**src/rtl/div_unit.sv**
```systemverilog
// div_unit: multi-cycle 32/32 radix-2 restoring divider for the EX stage.
// Returns {remainder, quotient} for HI/LO once ready_o rises; the EX stage
// holds start_i high until it has consumed the result.
// Optional build macro: DIV_EARLY_EXIT_EN (skip the iterations when the
// dividend magnitude is smaller than the divisor magnitude).
module div_unit #(
  parameter int DATA_W = 32,
  parameter int CNT_W  = 6
) (
  input  logic                  clk,
  input  logic                  rst,
  input  logic                  signed_div_i,
  input  logic [DATA_W-1:0]     opdata1_i,
  input  logic [DATA_W-1:0]     opdata2_i,
  input  logic                  start_i,
  input  logic                  annul_i,
  output logic [2*DATA_W-1:0]   result_o,
  output logic                  ready_o
);

  localparam logic [1:0] DIV_FREE    = 2'b00;
  localparam logic [1:0] DIV_BY_ZERO = 2'b01;
  localparam logic [1:0] DIV_ON      = 2'b10;
  localparam logic [1:0] DIV_END     = 2'b11;

  localparam logic [CNT_W-1:0] LAST_CNT = CNT_W'(DATA_W);

  logic [1:0]          state;
  logic [CNT_W-1:0]    cnt;
  logic [2*DATA_W:0]   partial;
  logic [DATA_W-1:0]   divisor_mag;
  logic                neg_quot;
  logic                neg_rem;

  logic                op1_neg;
  logic                op2_neg;
  logic [DATA_W-1:0]   op1_mag;
  logic [DATA_W-1:0]   op2_mag;
  logic [DATA_W:0]     trial;
  logic [DATA_W-1:0]   quot;
  logic [DATA_W-1:0]   rem;
  logic [DATA_W-1:0]   quot_fix;
  logic [DATA_W-1:0]   rem_fix;

  // Operand magnitudes, the trial subtraction and the final sign correction.
  // The partial register keeps the running remainder in [2W:W+1] and the
  // quotient bits shifting in from bit 0; the dividend enters at bit 1 so
  // that after exactly DATA_W iterations the remainder lands in [2W:W+1].
  always_comb begin
    op1_neg  = signed_div_i & opdata1_i[DATA_W-1];
    op2_neg  = signed_div_i & opdata2_i[DATA_W-1];
    op1_mag  = op1_neg ? ({DATA_W{1'b0}} - opdata1_i) : opdata1_i;
    op2_mag  = op2_neg ? ({DATA_W{1'b0}} - opdata2_i) : opdata2_i;
    trial    = {1'b0, partial[2*DATA_W-1:DATA_W]} - {1'b0, divisor_mag};
    quot     = partial[DATA_W-1:0];
    rem      = partial[2*DATA_W:DATA_W+1];
    quot_fix = neg_quot ? ({DATA_W{1'b0}} - quot) : quot;
    rem_fix  = neg_rem  ? ({DATA_W{1'b0}} - rem)  : rem;
  end

  // Divide FSM: accept, iterate one quotient bit per clock, hold the result
  // until EX drops start_i; annul or a dropped start abandons the operation.
  always_ff @(posedge clk) begin
    if (rst) begin
      state       <= DIV_FREE;
      cnt         <= '0;
      partial     <= '0;
      divisor_mag <= '0;
      neg_quot    <= 1'b0;
      neg_rem     <= 1'b0;
      ready_o     <= 1'b0;
      result_o    <= '0;
    end else begin
      case (state)
        DIV_FREE: begin
          ready_o  <= 1'b0;
          result_o <= '0;
          if (start_i && !annul_i) begin
            divisor_mag <= op2_mag;
            neg_quot    <= op1_neg ^ op2_neg;
            neg_rem     <= op1_neg;
            cnt         <= '0;
            partial     <= {{DATA_W{1'b0}}, op1_mag, 1'b0};
            if (opdata2_i == '0) begin
              state <= DIV_BY_ZERO;
`ifdef DIV_EARLY_EXIT_EN
            end else if (op1_mag < op2_mag) begin
              state    <= DIV_END;
              result_o <= {opdata1_i, {DATA_W{1'b0}}};
`endif
            end else begin
              state <= DIV_ON;
            end
          end
        end
        DIV_BY_ZERO: begin
          if (annul_i || !start_i) begin
            state <= DIV_FREE;
          end else begin
            state    <= DIV_END;
            result_o <= '0;
            ready_o  <= 1'b1;
          end
        end
        DIV_ON: begin
          if (annul_i || !start_i) begin
            state <= DIV_FREE;
            cnt   <= '0;
          end else if (cnt != LAST_CNT) begin
            if (trial[DATA_W]) begin
              partial <= {partial[2*DATA_W-1:0], 1'b0};
            end else begin
              partial <= {trial[DATA_W-1:0], partial[DATA_W-1:0], 1'b1};
            end
            cnt <= cnt + 1'b1;
          end else begin
            result_o <= {rem_fix, quot_fix};
            ready_o  <= 1'b1;
            state    <= DIV_END;
            cnt      <= '0;
          end
        end
        DIV_END: begin
          if (!start_i) begin
            state    <= DIV_FREE;
            ready_o  <= 1'b0;
            result_o <= '0;
          end else begin
            ready_o <= 1'b1;
          end
        end
        default: begin
          state <= DIV_FREE;
        end
      endcase
    end
  end

endmodule
```
**config.mk**
```make
export PLATFORM = sky130hd
export DESIGN_NAME = div_unit
export DESIGN_NICKNAME = d
export VERILOG_FILES = /design/src/rtl/div_unit.sv
export SDC_FILE = /design/constraint.sdc
export NUM_CORES = 1
export LEC_CHECK = 0
export BUFFER_PORTS_ARGS = -buffer_cell sky130_fd_sc_hd__clkbuf_2
export CORE_ASPECT_RATIO = 1.25
export CORE_MARGIN = 1
export CORE_UTILIZATION = 35
export CTS_BUF_LIST = sky130_fd_sc_hd__clkbuf_4
export CTS_CLUSTER_DIAMETER = 100
export DETAILED_ROUTE_END_ITERATION = 16
export GPL_TIMING_DRIVEN = 0
export PLACE_DENSITY = 0.51
export RECOVER_POWER = 100
export SLEW_MARGIN = 20
export SYNTH_ARGS = -nofsm -noshare
export SYNTH_HDL_FRONTEND = slang
export SYNTH_SLANG_ARGS = --single-unit
```
**constraint.sdc**
```tcl
create_clock -name clk -period 7.54 [get_ports clk]
set_input_delay 0.377 -clock clk [delete_from_list [all_inputs] [get_ports clk]]
set_output_delay 0.377 -clock clk [all_outputs]
set_load 0.01 [all_outputs]
```
After elaboration in Yosys (flattened, before gate mapping). Cells that the tools add are included. Widths: inputs -> output; s select.

Register bits: 172. Bits in latches: 0. Memory bits (writable): 0. ROM bits: 0. Bits of input ports: 69. Output and inout port bits: 65. Memories: 0.

$add $sub $neg: 6. Multiply operators: 0. Div/mod/pow operators: 0. Magnitude comparators: 0. Eq/ne operators: 11. Shift operators: 0. Mux-type cells: 30. Bitwise operators: 3. Reduce and logical (&&, ||, !) cells: 13.

Operators by type and width (count): $mux 65 (4); $mux 64 (4); $pmux 64 s4 (1); $pmux 65 s2 (1); $mux 32 (4); $sub 1x32->32 const A (4); $sub 32x32->33 (1); $logic_not 32->1 (1); $mux 6 (3); $mux 2 (6); $ne 2x2->1 const B (6); $pmux 6 s2 (1); $pmux 2 s4 (1); $reduce_and 4->1 (2); $add 6x1->6 const B (1); $ne 6x6->1 const B (1); $reduce_and 3->1 (2); $eq 2x2->1 const B (2); $mux 1 (4); $pmux 1 s4 (1); $reduce_and 2->1 (2); $ne 3x3->1 const B (1); $and 1x1->1 (2); $eq 2x1->1 const B (1); other kinds (6) (7).

Longest topological paths before layout. Gate-level depths: netlist of the first run.

Word-level depth: 5. Gate-level depth with buffers: 13.

Least setup slack after synthesis of the first run. Ideal clock, no wire load.

Kind: register to register. From: reg partial[6]. To: reg result_o[31]. Library setup time: 124 ps. Arrival time: 2971 ps. Required time: 7416 ps. Setup slack: 4444 ps. Stages on the path, launching flop included: 9. Buffers on the path: 0. Cell sequence: dfxtp_1 or4_4 nor4_4 or3b_1 or4_1 or4_4 o41ai_2 xor2_1 o21ai_1.

Cells in the longest elaborated chain, start to end: 5.

Ends and longest elaborated chain: start: declaration (line 30) `logic [2*DATA_W:0] partial;`; start signal: assignment (line 83) `partial <= {{DATA_W{1'b0}}, op1_mag, 1'b0};`; start signal: assignment (line 111) `partial <= {partial[2*DATA_W-1:0], 1'b0};`; start signal: assignment (line 113) `partial <= {trial[DATA_W-1:0], partial[DATA_W-1:0], 1'b1};`; $sub 1x32->32 (line 57) `quot_fix = neg_quot ? ({DATA_W{1'b0}} - quot) : quot;`; $mux 32 (line 57); $mux 64 (line 109) `end else if (cnt != LAST_CNT) begin`; $mux 64 (line 106) `if (annul_i || !start_i) begin`; $pmux 64 s4 (line 74) `case (state)`; end signal: assignment (line 117) `result_o <= {rem_fix, quot_fix};`; end: declaration (line 17) `output logic [2*DATA_W-1:0] result_o,`.

No other way between the ends. The select of a mux whose other input is x is not followed. A chain may end at the register's enable or synchronous reset.

Worst setup path after layout of the first run.
From: reg partial[33]. To: reg partial[38].

Cells in the longest elaborated chain, start to end: 5.

Ends and longest elaborated chain: $sub 32x32->33 (line 54) `trial = {1'b0, partial[2*DATA_W-1:DATA_W]} - {1'b0, divisor_mag};`; $mux 65 (line 110) `if (trial[DATA_W]) begin`; $mux 65 (line 109); $mux 65 (line 106); $pmux 65 s2 (line 74).

No other way between the ends. The select of a mux whose other input is x is not followed.

==> flow_summary_export.csv, run 1 <==
group,metric,value,unit
drt,routed_wl,33.8,mm
drt,drc,0,
timing,worst_pin_slew,1.28,ns
flow_run,drv_cap,0,
layout,final_layout_size_suffix_gt1_share,6.86,%
logic_synthesis,synth_top_family_by_area,"compound AO/OA/AOI/OAI gates",
clocking,cts_setup_buffers,0,
floorplanning,fp.dieH,199,um
logic_synthesis,ys_seq_elements,172,
timing,hold_viol,0,
clocking,insertion_delay,0.60,ns
power,p_leak,4.39,nW
floorplanning,core,30300,um2
global_route,antenna_found_initial,2,
layout,syn_to_final_growth,12.6,%
clocking,clockRootBuffer,"clkbuf_4",
power,clkPwrFrac,19.5,%
floorplanning,start_util,35.8,%
power,internal_power,1.68,mW
floorplanning,ioPinCount,134,
power,report.power.total,3.01,mW
logic_synthesis,synthMuxAreaShare,2.31,%
drt,drtAntennaViolNets,0,
place,place_ws,3.58,ns
floorplanning,die_x,159,um
timing,slew_violations,0,
clocking,clock_path_buffers,2,
layout,fin_util,40.3,%
worst_setup_path,crit_required,8.01,ns
global_route,grt_pass1_vias,10300,
power,seq_power_share,36.5,%
drt,first_pass_iters,5,
hold_path,min_path_type,"input pin to register",
logic_synthesis,ys.warnings.count,0,
timing,finClkSkew,0.0197,ns
timing,tns,0,ns
place,port_buffers,133,
timing,timing.hold.ws,0.0778,ns
layout,final_cells,1978,
layout,seqCellArea,3440,um2
place,dpl.cell_count,1944,
drt,wire_per_inst,17.1,um
clocking,htreeDepth,4,
floorplanning,row_count,71,
logic_synthesis,yosysUniqueCellTypes,67,
logic_synthesis,synth_compound_area_share,23.5,%
clocking,cts.sinks,172,
power,powerDensity,246,nW/um2
logic_synthesis,syn-num-nets,1523,
power,comb_power_share,44.0,%
timing,fin_crit_sh,60.6,%
worst_setup_path,critPathLaunchType,"register",
worst_setup_path,crit_arrival,5.04,ns
logic_synthesis,synth_cells,1410,
global_route,overflow,0,
logic_synthesis,yosys.area_share.simple,20.7,%
layout,multi_input_area,6850,um2
timing,setup_viol,0,
timing,max_slew_margin,13.6,%
layout,final_nets,1675,
logic_synthesis,ys_seq_area_share,31.8,%
timing,grt_setup_unrepaired,"false",
clocking,tritoncts,"yes",
worst_setup_path,crit_fanout,10,
drt,via_per_inst,5.28,
floorplanning,die_area,31700,um2
logic_synthesis,synth-edff-count,0,
layout,final_cell_area,12200,um2
worst_setup_path,r2r_setup_slack,2.97,ns
timing,fmax,219,MHz
global_route,grt_util_all_layers,21.5,%
place,dp_hpwl,27.3,mm
logic_synthesis,synth-xor-area-share,11.9,%
logic_synthesis,avgSynthCellArea,7.68,um2
layout,nFillCells,3295,
global_route,grt_max_degree,17,
power,p_switching,1.33,mW
clocking,cts_hold_buf,0,
outcome,status,"completed",
timing,min_period,4.57,ns
logic_synthesis,async_reset_ff_share,0,%
clocking,clk_pin_slew,0.14,ns
worst_setup_path,worstSetupEndpointType,"register",
drt,vias,10400,
logic_synthesis,ys_dominant_reg_cell,"dfxtp_1",
place,place.gp.congestion,0.929,
timing,setup_ws,2.97,ns
power,swShare,44.2,%
logic_synthesis,synth_fa_ha_area_share,5.15,%
logic_synthesis,syn_area,10800,um2
global_route,grt_pass1_wl,53.4,mm
power,ir_drop,0.0924,mV
drt,drt_iter0_drc,685,
clocking,cts-buffers-inserted,17,
clocking,cts.repair.resized,0,
worst_setup_path,path_class,"register to register",
place,placed_cell_area,12000,um2
-- cells in the final DEF (no fill, tap or decap), types with 17 or more instances in the layout --
cell type / instances
nor2_1: 109
or4_1: 22
ha_1: 43
inv_1: 55
a211oi_1: 35
nand2_1: 207
a21oi_1: 101
xnor2_1: 72
or3_1: 18
a22oi_1: 19
clkbuf_4: 19
o21ai_0: 132
clkbuf_1: 147
nor3_1: 17
dfxtp_1: 172
mux2i_1: 25
nand3_1: 38
clkbuf_2: 66
xor2_1: 75
o31ai_1: 30
-- registers in the layout (all words and copies together), names as in the netlist --
name and flops:
partial 65, result_o 64, divisor_mag 32, cnt 6
state 2, neg_quot 1, neg_rem 1, ready_o 1
-- worst paths after layout --
check                                 start                          end  cells after the start
setup reg to reg   partial[33]$_SDFFE_PP0P_     partial[38]$_SDFFE_PP0P_                     12
hold reg to reg   result_o[36]$_SDFFE_PP0P_    result_o[36]$_SDFFE_PP0P_                      2
hold / removal                 opdata2_i[1]  divisor_mag[1]$_SDFFE_PP0P_                      3
setup / recovery   partial[33]$_SDFFE_PP0P_     partial[38]$_SDFFE_PP0P_                     12
-- per-layer routing --
metal / vias to the layer above / track usage (%) / share of wire, %
li1: 5320 / - / -
met1: 4831 / 24.9 / 44
met2: 248 / 40.2 / 50
met3: 39 / 2.75 / 3.3
met4: 0 / 7.94 / 2.5
met5: - / 0 / 0
-- layout make-up --
type / instances / share of cell area, %
Tap cell: 401 / 4.11
Multi-Input combinational cell: 1102 / 56.1
Clock inverter: 13 / 1.35
Sequential cell: 172 / 28.2
Timing Repair Buffer: 133 / 4.77
Inverter: 55 / 1.69
Clock buffer: 19 / 1.17
Antenna cell: 2 / 0.0410
Buffer: 81 / 2.49
-- power groups by stage --
stage	sequential, mW	clock, mW	combinational (mW)
2_1_floorplan	1.09	0	0.955
3_3_place_gp	1.12	0	1.34
3_5_place_dp	1.12	0	1.34
4_1_cts	1.10	0.604	1.35
5_1_grt	1.11	0.638	1.47
6_report	1.10	0.586	1.32
-- Yosys cell counts (all sizes together), types with 3 or more instances --
master  instances  share of area [%]
a31o            3               0.24
xnor2          72                5.8
inv            55                1.9
or3            18                1.0
nand3b         10               0.69
clkbuf         76                2.6
and2            7               0.40
nand2b          7               0.40
a21boi          3               0.21
a311oi          3               0.24
o21ai         133                6.1
or4            22                1.6
nor4            9               0.66
ha             43                5.0
nor2b           9               0.52
o211ai          7               0.49
a21oi         101                4.7
nor3           17               0.79
o31ai          31                2.3
o21bai          3               0.21
or3b            4               0.32
and3            5               0.29
or2             3               0.20
buf             5               0.20
a21o           13               0.90
a22oi          19                1.3
a32oi           7               0.57
o41ai          16                1.4
nand3          38                1.8
nor2          109                3.8
nand4           6               0.35
o21a            6               0.42
a211oi         35                2.4
mux2i          25                2.3
nand2         207                7.2
nor3b           4               0.28
dfxtp         172                 32
xor2           75                6.1
a31oi           9               0.52
-- logic make-up (layout without fill, tap and decap cells) --
group / count (synthesis) / after routing
AOI/OAI and AO/OA: 406 / 406
xor gates and xnor gates: 147 / 147
adders and majority gates: 44 / 44
buffers and inverters: 136 / 301
DFF: 172 / 172
muxes: 25 / 25
other: 0 / 2
and+or+nand+nor: 480 / 480
-- worst max-delay path, cell delays in order, from the launching register on --
cell and delay [ns]:
dfxtp_1 0.51, inv_1 0.15, fa_1 0.49, nor2b_1 0.17
o2111ai_1 0.14, a21boi_0 0.34, o21ai_0 0.27, a21oi_1 0.20
nor2_1 0.10, o21ai_0 1.00, clkbuf_1 0.72, mux2i_1 0.26
o21ai_0 0.09
No activity file was read; power rests on OpenSTA's default activity.
==> run 2, diff against run 1 <==
- ABC_AREA: not set -> 1
- PLACE_DENSITY: 0.51 -> 0.5
- clock period: 7.54 -> 4.34 ns (I/O delays scaled with it)
==> flow_summary_export.csv, run 2 <==
group,metric,value,unit
worst_setup_path,reg2reg_to,"result_o[30]$_SDFFE_PP0P_",
logic_synthesis,synth-xor-area-share,4.40,%
layout,fin_util,40.8,%
worst_setup_path,rr_worst_depth,11,
floorplanning,fp.dieH,217,um
power,swShare,50.3,%
logic_synthesis,ys_seq_elements,172,
logic_synthesis,yosysMostFrequentCell,"nand2_1",
drt,vias,14200,
global_route,grt_util_all_layers,25.4,%
logic_synthesis,synth_compound_area_share,16.3,%
layout,largestRegisters,"partial: 65 flops, result_o: 64 flops, divisor_mag: 32 flops",
layout,seqCellArea,3440,um2
timing,fin_crit_sh,77.2,%
layout,largest_register,"partial",
power,p_leak,7.17,nW
drt,first_pass_iters,8,
clocking,clk_pin_slew,0.15,ns
layout,final_layout_size_suffix_gt1_share,7.26,%
layout,nFillCells,4221,
timing,hold_viol,0,
clocking,clockRootBuffer,"clkbuf_4",
timing,setup_viol,0,
place,dp_hpwl,39.8,mm
drt,routed_wl,48.5,mm
power,comb_power_share,50.9,%
timing,max_slew_margin,43.9,%
layout,final_cell_area,14800,um2
layout,mostFrequentLayoutCells,"636 x nand2_1, 309 x inv_1, 227 x a21oi_1",
global_route,antenna_found_initial,1,
hold_path,hp-start,"opdata1_i[3]",
layout,multi_input_area,7890,um2
floorplanning,start_util,35.6,%
logic_synthesis,syn-num-nets,2285,
logic_synthesis,avgSynthCellArea,5.95,um2
global_route,grt_pass1_vias,13400,
worst_setup_path,worstSetupEndpointType,"register",
clocking,tritoncts,"yes",
floorplanning,ioPinCount,134,
power,clkPwrFrac,16.2,%
outcome,status,"completed",
logic_synthesis,yosys-top-cells-area,"dfxtp_1 27%, nand2_1 18%, inv_1 8.9%, a21oi_1 8.7%, nand3_1 7.4%",
power,p_switching,3.02,mW
global_route,grt_max_degree,18,
power,seq_power_share,32.9,%
hold_path,holdPathEnd,"partial[4]$_SDFFE_PP0P_",
power,internal_power,2.98,mW
floorplanning,die_area,37700,um2
logic_synthesis,synth_common_cells,"634 x nand2_1, 305 x inv_1, 224 x a21oi_1",
worst_setup_path,critPathLaunchType,"register",
place,place.gp.congestion,0.952,
floorplanning,core,36300,um2
logic_synthesis,async_reset_ff_share,0,%
timing,finClkSkew,0.0335,ns
worst_setup_path,crit_arrival,3.91,ns
power,ir_drop,0.183,mV
power,report.power.total,6.00,mW
worst_setup_path,crit_required,4.90,ns
timing,tns,0,ns
timing,fmax,299,MHz
logic_synthesis,synthMuxAreaShare,0,%
worst_setup_path,path_class,"register to register",
timing,slew_violations,0,
layout,syn_to_final_growth,14.5,%
drt,drtAntennaViolNets,0,
drt,via_per_inst,4.96,
drt,wire_per_inst,16.9,um
layout,final_nets,2483,
floorplanning,row_count,78,
layout,largest_reg_flops,65,
place,place_ws,1.68,ns
timing,worst_pin_slew,0.842,ns
worst_setup_path,crit_fanout,10,
timing,grt_setup_unrepaired,"false",
logic_synthesis,synth_cells,2172,
worst_setup_path,r2r-start,"state[0]$_SDFFE_PP0P_",
logic_synthesis,syn_area,12900,um2
clocking,cts-buffers-inserted,17,
clocking,clock_path_buffers,2,
logic_synthesis,synth-edff-count,0,
clocking,cts.sinks,172,
logic_synthesis,yosysUniqueCellTypes,47,
layout,layout_commonest_cell,"nand2_1",
global_route,overflow,0,
logic_synthesis,yosysTopAreaCell,"dfxtp_1",
place,placed_cell_area,14200,um2
timing,min_period,3.35,ns
logic_synthesis,synth_top_area_share,26.6,%
logic_synthesis,synth_fa_ha_area_share,4.32,%
worst_setup_path,r2r_setup_slack,0.99,ns
drt,drc,0,
power,powerDensity,406,nW/um2
clocking,cts_setup_buffers,0,
logic_synthesis,ys.warnings.count,0,
logic_synthesis,synth_top_family_by_area,"simple AND/OR/NAND/NOR gates",
clocking,htreeDepth,4,
clocking,insertion_delay,0.63,ns
logic_synthesis,ys_dominant_reg_cell,"dfxtp_1",
drt,drt_iter0_drc,789,
place,port_buffers,132,
timing,setup_ws,0.990,ns
hold_path,min_path_type,"input pin to register",
floorplanning,die_x,174,um
hold_path,min_path_cells,5,
global_route,grt_pass1_wl,73.6,mm
logic_synthesis,ys_seq_area_share,26.6,%
flow_run,drv_cap,0,
logic_synthesis,yosys.area_share.simple,36.3,%
run 2: repair_timing:
action / 4_1_cts / 5_1_grt
gates resized for setup: 0 / 0
hold buffers: 47 / 0
endpoints found under the setup margin: 0 / 0
hold endpoints to repair: 47 / 0
run 2: worst max-delay path by stage:
stage / start / to
after floorplan: partial[32]$_SDFFE_PP0P_ / partial[60]$_SDFFE_PP0P_
after global placement: partial[32]$_SDFFE_PP0P_ / partial[58]$_SDFFE_PP0P_
after detailed placement: partial[32]$_SDFFE_PP0P_ / partial[58]$_SDFFE_PP0P_
after CTS: partial[32]$_SDFFE_PP0P_ / partial[54]$_SDFFE_PP0P_
after global routing: state[0]$_SDFFE_PP0P_ / result_o[30]$_SDFFE_PP0P_
final: state[0]$_SDFFE_PP0P_ / result_o[30]$_SDFFE_PP0P_
run 2: per-layer routing:
layer  track usage [%]  routed length (um)  up-vias
li1                  -                   -     7351
met1              28.8               20200     6538
met2              47.0               24400      262
met3              3.06                1520       66
met4              12.3                2320        0
met5                 0                   0        -
run 2: critical path, stage by stage (launching register included):
cell and delay (ns):
dfxtp_1 0.39, inv_1 0.09, ha_1 0.19, clkbuf_1 0.21, nand2_1 0.24, a21oi_1 0.17, nor2_4 0.15, nand2_1 0.31
inv_1 0.46, clkbuf_1 0.60, nand3_1 0.30, a21oi_1 0.18
run 2: layout make-up:
class	instances	area share, %
diodes	1	0.0169
plain buffers	75	2.02
clock buffers	18	0.913
clock inverters	14	1.04
inverters	326	8.27
multi-input cells	1599	53.3
flip-flops and latches	172	23.3
well taps	480	4.06
repair buffers	179	7.09
run 2: power groups by stage:
stage,clock (mW),sequential [mW],combinational (mW)
2_1_floorplan,0,1.94,2.15
3_3_place_gp,0,2.00,3.07
3_5_place_dp,0,2.00,3.08
4_1_cts,1.00,1.97,3.13
6_report,0.975,1.97,3.05
5_1_grt,1.07,1.99,3.43
run 2: stage by stage:
step,hold slack (ns),std cells
2_1_floorplan,0.376,2172
3_3_place_gp,0.443,2784
3_5_place_dp,0.446,2784
4_1_cts,0.00249,2863
5_1_grt,0.0182,2864
6_report,0.0507,2864
run 2: logic make-up (layout without fill, tap and decap cells):
family,count (synthesis),after routing
and+or+nand+nor,1095,1095
buffers and inverters,401,612
AOI/OAI and AO/OA,395,395
DFF,172,172
xor gates and xnor gates,65,65
adders and majority gates,44,44
other,0,1
==> run 3, diff against run 2 <==
- ABC_AREA: 1 -> 0
- PLACE_DENSITY: 0.5 -> 0.53
- clock period: 4.34 -> 2.7 ns (I/O delays scaled with it)
==> flow_summary_export.csv, run 3 (same netlist as run 1, synthesis figures left out) <==
group,metric,value,unit
timing,grt_setup_unrepaired,"true",
power,powerDensity,684,nW/um2
power,report.power.total,9.59,mW
timing,worst_pin_slew,0.796,ns
power,seq_power_share,32.2,%
worst_setup_path,crit_fanout,3,
floorplanning,fp.dieH,199,um
clocking,clockRootBuffer,"clkbuf_4",
place,dpl.cell_count,1944,
layout,multi_input_area,7520,um2
global_route,grt_max_degree,20,
worst_setup_path,r2r-start,"partial[9]$_SDFFE_PP0P_",
power,p_leak,5.11,nW
power,swShare,43.2,%
global_route,antenna_found_initial,1,
hold_path,hp-start,"start_i",
timing,setup_viol,29,
drt,vias,11000,
worst_setup_path,r2r_setup_slack,-0.53,ns
clocking,clock_path_buffers,2,
drt,drt_iter0_drc,686,
layout,mostFrequentLayoutCells,"201 x nand2_1, 151 x dfxtp_1, 117 x clkbuf_1",
outcome,status,"complete, but fails checks",
worst_setup_path,worstSetupEndpointType,"register",
floorplanning,die_x,159,um
drt,via_per_inst,5.33,
clocking,cts.sinks,172,
global_route,grt_pass1_wl,56.3,mm
timing,min_period,3.23,ns
drt,routed_wl,36.0,mm
place,place.gp.congestion,0.899,
drt,first_pass_iters,5,
worst_setup_path,crit_arrival,3.75,ns
place,place_ws,-0.852,ns
clocking,htreeDepth,4,
layout,layout_commonest_cell,"nand2_1",
hold_path,holdPathEnd,"state[0]$_SDFFE_PP0P_",
clocking,tritoncts,"yes",
floorplanning,row_count,71,
layout,final_nets,1770,
layout,syn_to_final_growth,29.3,%
power,comb_power_share,48.9,%
layout,final_layout_size_suffix_gt1_share,17.4,%
drt,drtAntennaViolNets,0,
floorplanning,die_area,31700,um2
timing,setup_ws,-0.529,ns
layout,final_cells,2072,
clocking,cts-buffers-inserted,17,
clocking,insertion_delay,0.63,ns
drt,wire_per_inst,17.4,um
layout,nFillCells,3094,
worst_setup_path,path_class,"register to register",
worst_setup_path,rr_worst_depth,9,
timing,hold_viol,0,
timing,fmax,310,MHz
timing,fin_crit_sh,120,%
timing,slew_violations,0,
timing,finClkSkew,0.0185,ns
timing,max_slew_margin,47.0,%
hold_path,min_path_type,"input pin to register",
power,clkPwrFrac,18.9,%
layout,largest_reg_flops,65,
floorplanning,start_util,35.8,%
place,dp_hpwl,27.1,mm
drt,drc,0,
layout,seqCellArea,3490,um2
place,port_buffers,133,
global_route,grt_pass1_vias,10800,
layout,largest_register,"partial",
worst_setup_path,crit_required,3.23,ns
worst_setup_path,critPathLaunchType,"register",
hold_path,min_path_cells,4,
power,internal_power,5.44,mW
outcome,violations,"setup timing",
timing,timing.hold.ws,0.0262,ns
power,p_switching,4.14,mW
flow_run,drv_cap,0,
global_route,overflow,0,
power,ir_drop,0.305,mV
global_route,grt_util_all_layers,22.6,%
floorplanning,ioPinCount,134,
layout,largestRegisters,"partial: 65 flops, result_o: 64 flops, divisor_mag: 32 flops",
floorplanning,core,30300,um2
clocking,clk_pin_slew,0.15,ns
worst_setup_path,reg2reg_to,"result_o[28]$_SDFFE_PP0P_",
[run 3: cell types whose count changed in the layout (fill, tap and decap cells not counted), moves of 27 or more]
cell,before,now
inv_1,309,54
nor2_1,160,104
buf_4,0,35
a211oi_1,2,34
xnor2_1,15,71
nand3_1,190,37
nand2_1,636,201
o21ai_0,119,92
a21oi_1,227,94
[run 3: how the worst max path moves through the flow]
stage	from	to	slack (ns)	cells after the start
after floorplan	partial[9]$_SDFFE_PP0P_	result_o[28]$_SDFFE_PP0P_	-0.35	9
after global placement	partial[33]$_SDFFE_PP0P_	partial[35]$_SDFFE_PP0P_	-0.82	12
after detailed placement	partial[33]$_SDFFE_PP0P_	partial[63]$_SDFFE_PP0P_	-0.85	12
after CTS	partial[9]$_SDFFE_PP0P_	result_o[28]$_SDFFE_PP0P_	-0.52	9
after global routing	partial[9]$_SDFFE_PP0P_	result_o[28]$_SDFFE_PP0P_	-0.63	9
final	partial[9]$_SDFFE_PP0P_	result_o[28]$_SDFFE_PP0P_	-0.53	9
[run 3: power by group through the flow]
| stage | Sequential (mW) | Combinational, mW | Clock [mW] |
|---|---|---|---|
| 2_1_floorplan | 3.05 | 2.74 | 0 |
| 6_report | 3.09 | 4.69 | 1.81 |
| 4_1_cts | 3.08 | 4.38 | 1.85 |
| 3_5_place_dp | 3.13 | 3.82 | 0 |
| 3_3_place_gp | 3.13 | 3.80 | 0 |
| 5_1_grt | 3.12 | 5.10 | 1.94 |
[run 3: layer usage]
metal / share of wire, % / track usage [%] / wire length [um] / vias to the layer above
met1: 43 / 26.1 / 15400 / 5213
li1: - / - / - / 5494
met3: 3.1 / 2.84 / 1120 / 61
met5: 0 / 0 / 0 / -
met2: 51 / 42.3 / 18400 / 270
met4: 3.1 / 8.30 / 1110 / 0
[run 3: critical path, cell delays in order (launching register included)]
cell	delay (ns)
dfxtp_4	0.38
or4_4	0.57
nor4_4	0.19
or3b_4	0.45
or4_4	0.43
or4_4	0.44
or2_4	0.27
o31ai_4	0.17
xor2_1	0.16
o21ai_1	0.06
[run 3: area by class of cell]
cell class | count | share of cell area (%)
Antenna cell | 1 | 0.0179
Buffer | 69 | 2.42
Clock buffer | 18 | 0.964
Clock inverter | 14 | 1.50
Inverter | 55 | 1.49
Multi-Input combinational cell | 1102 | 53.7
Sequential cell | 172 | 24.9
Tap cell | 401 | 3.58
Timing Repair Buffer | 240 | 11.4
[run 3: repair_timing]
action	in CTS	in global routing
resized for setup	119	106
cloned	3	0
pin swaps	23	32
endpoints found under the hold margin	58	0
hold buffers	61	0
setup endpoints to repair	128	114
buffers inserted	23	21
[run 3: stage by stage]
stage          cell area, um2  util, %  TNS, ns
2_1_floorplan           10900        -    -2.28
6_report                14000     46.3    -5.49
5_1_grt                 14000     46.3   -14.19
3_5_place_dp            12100     39.9   -58.35
4_1_cts                 13600     45.0    -5.10
3_3_place_gp            12100     39.9   -54.90
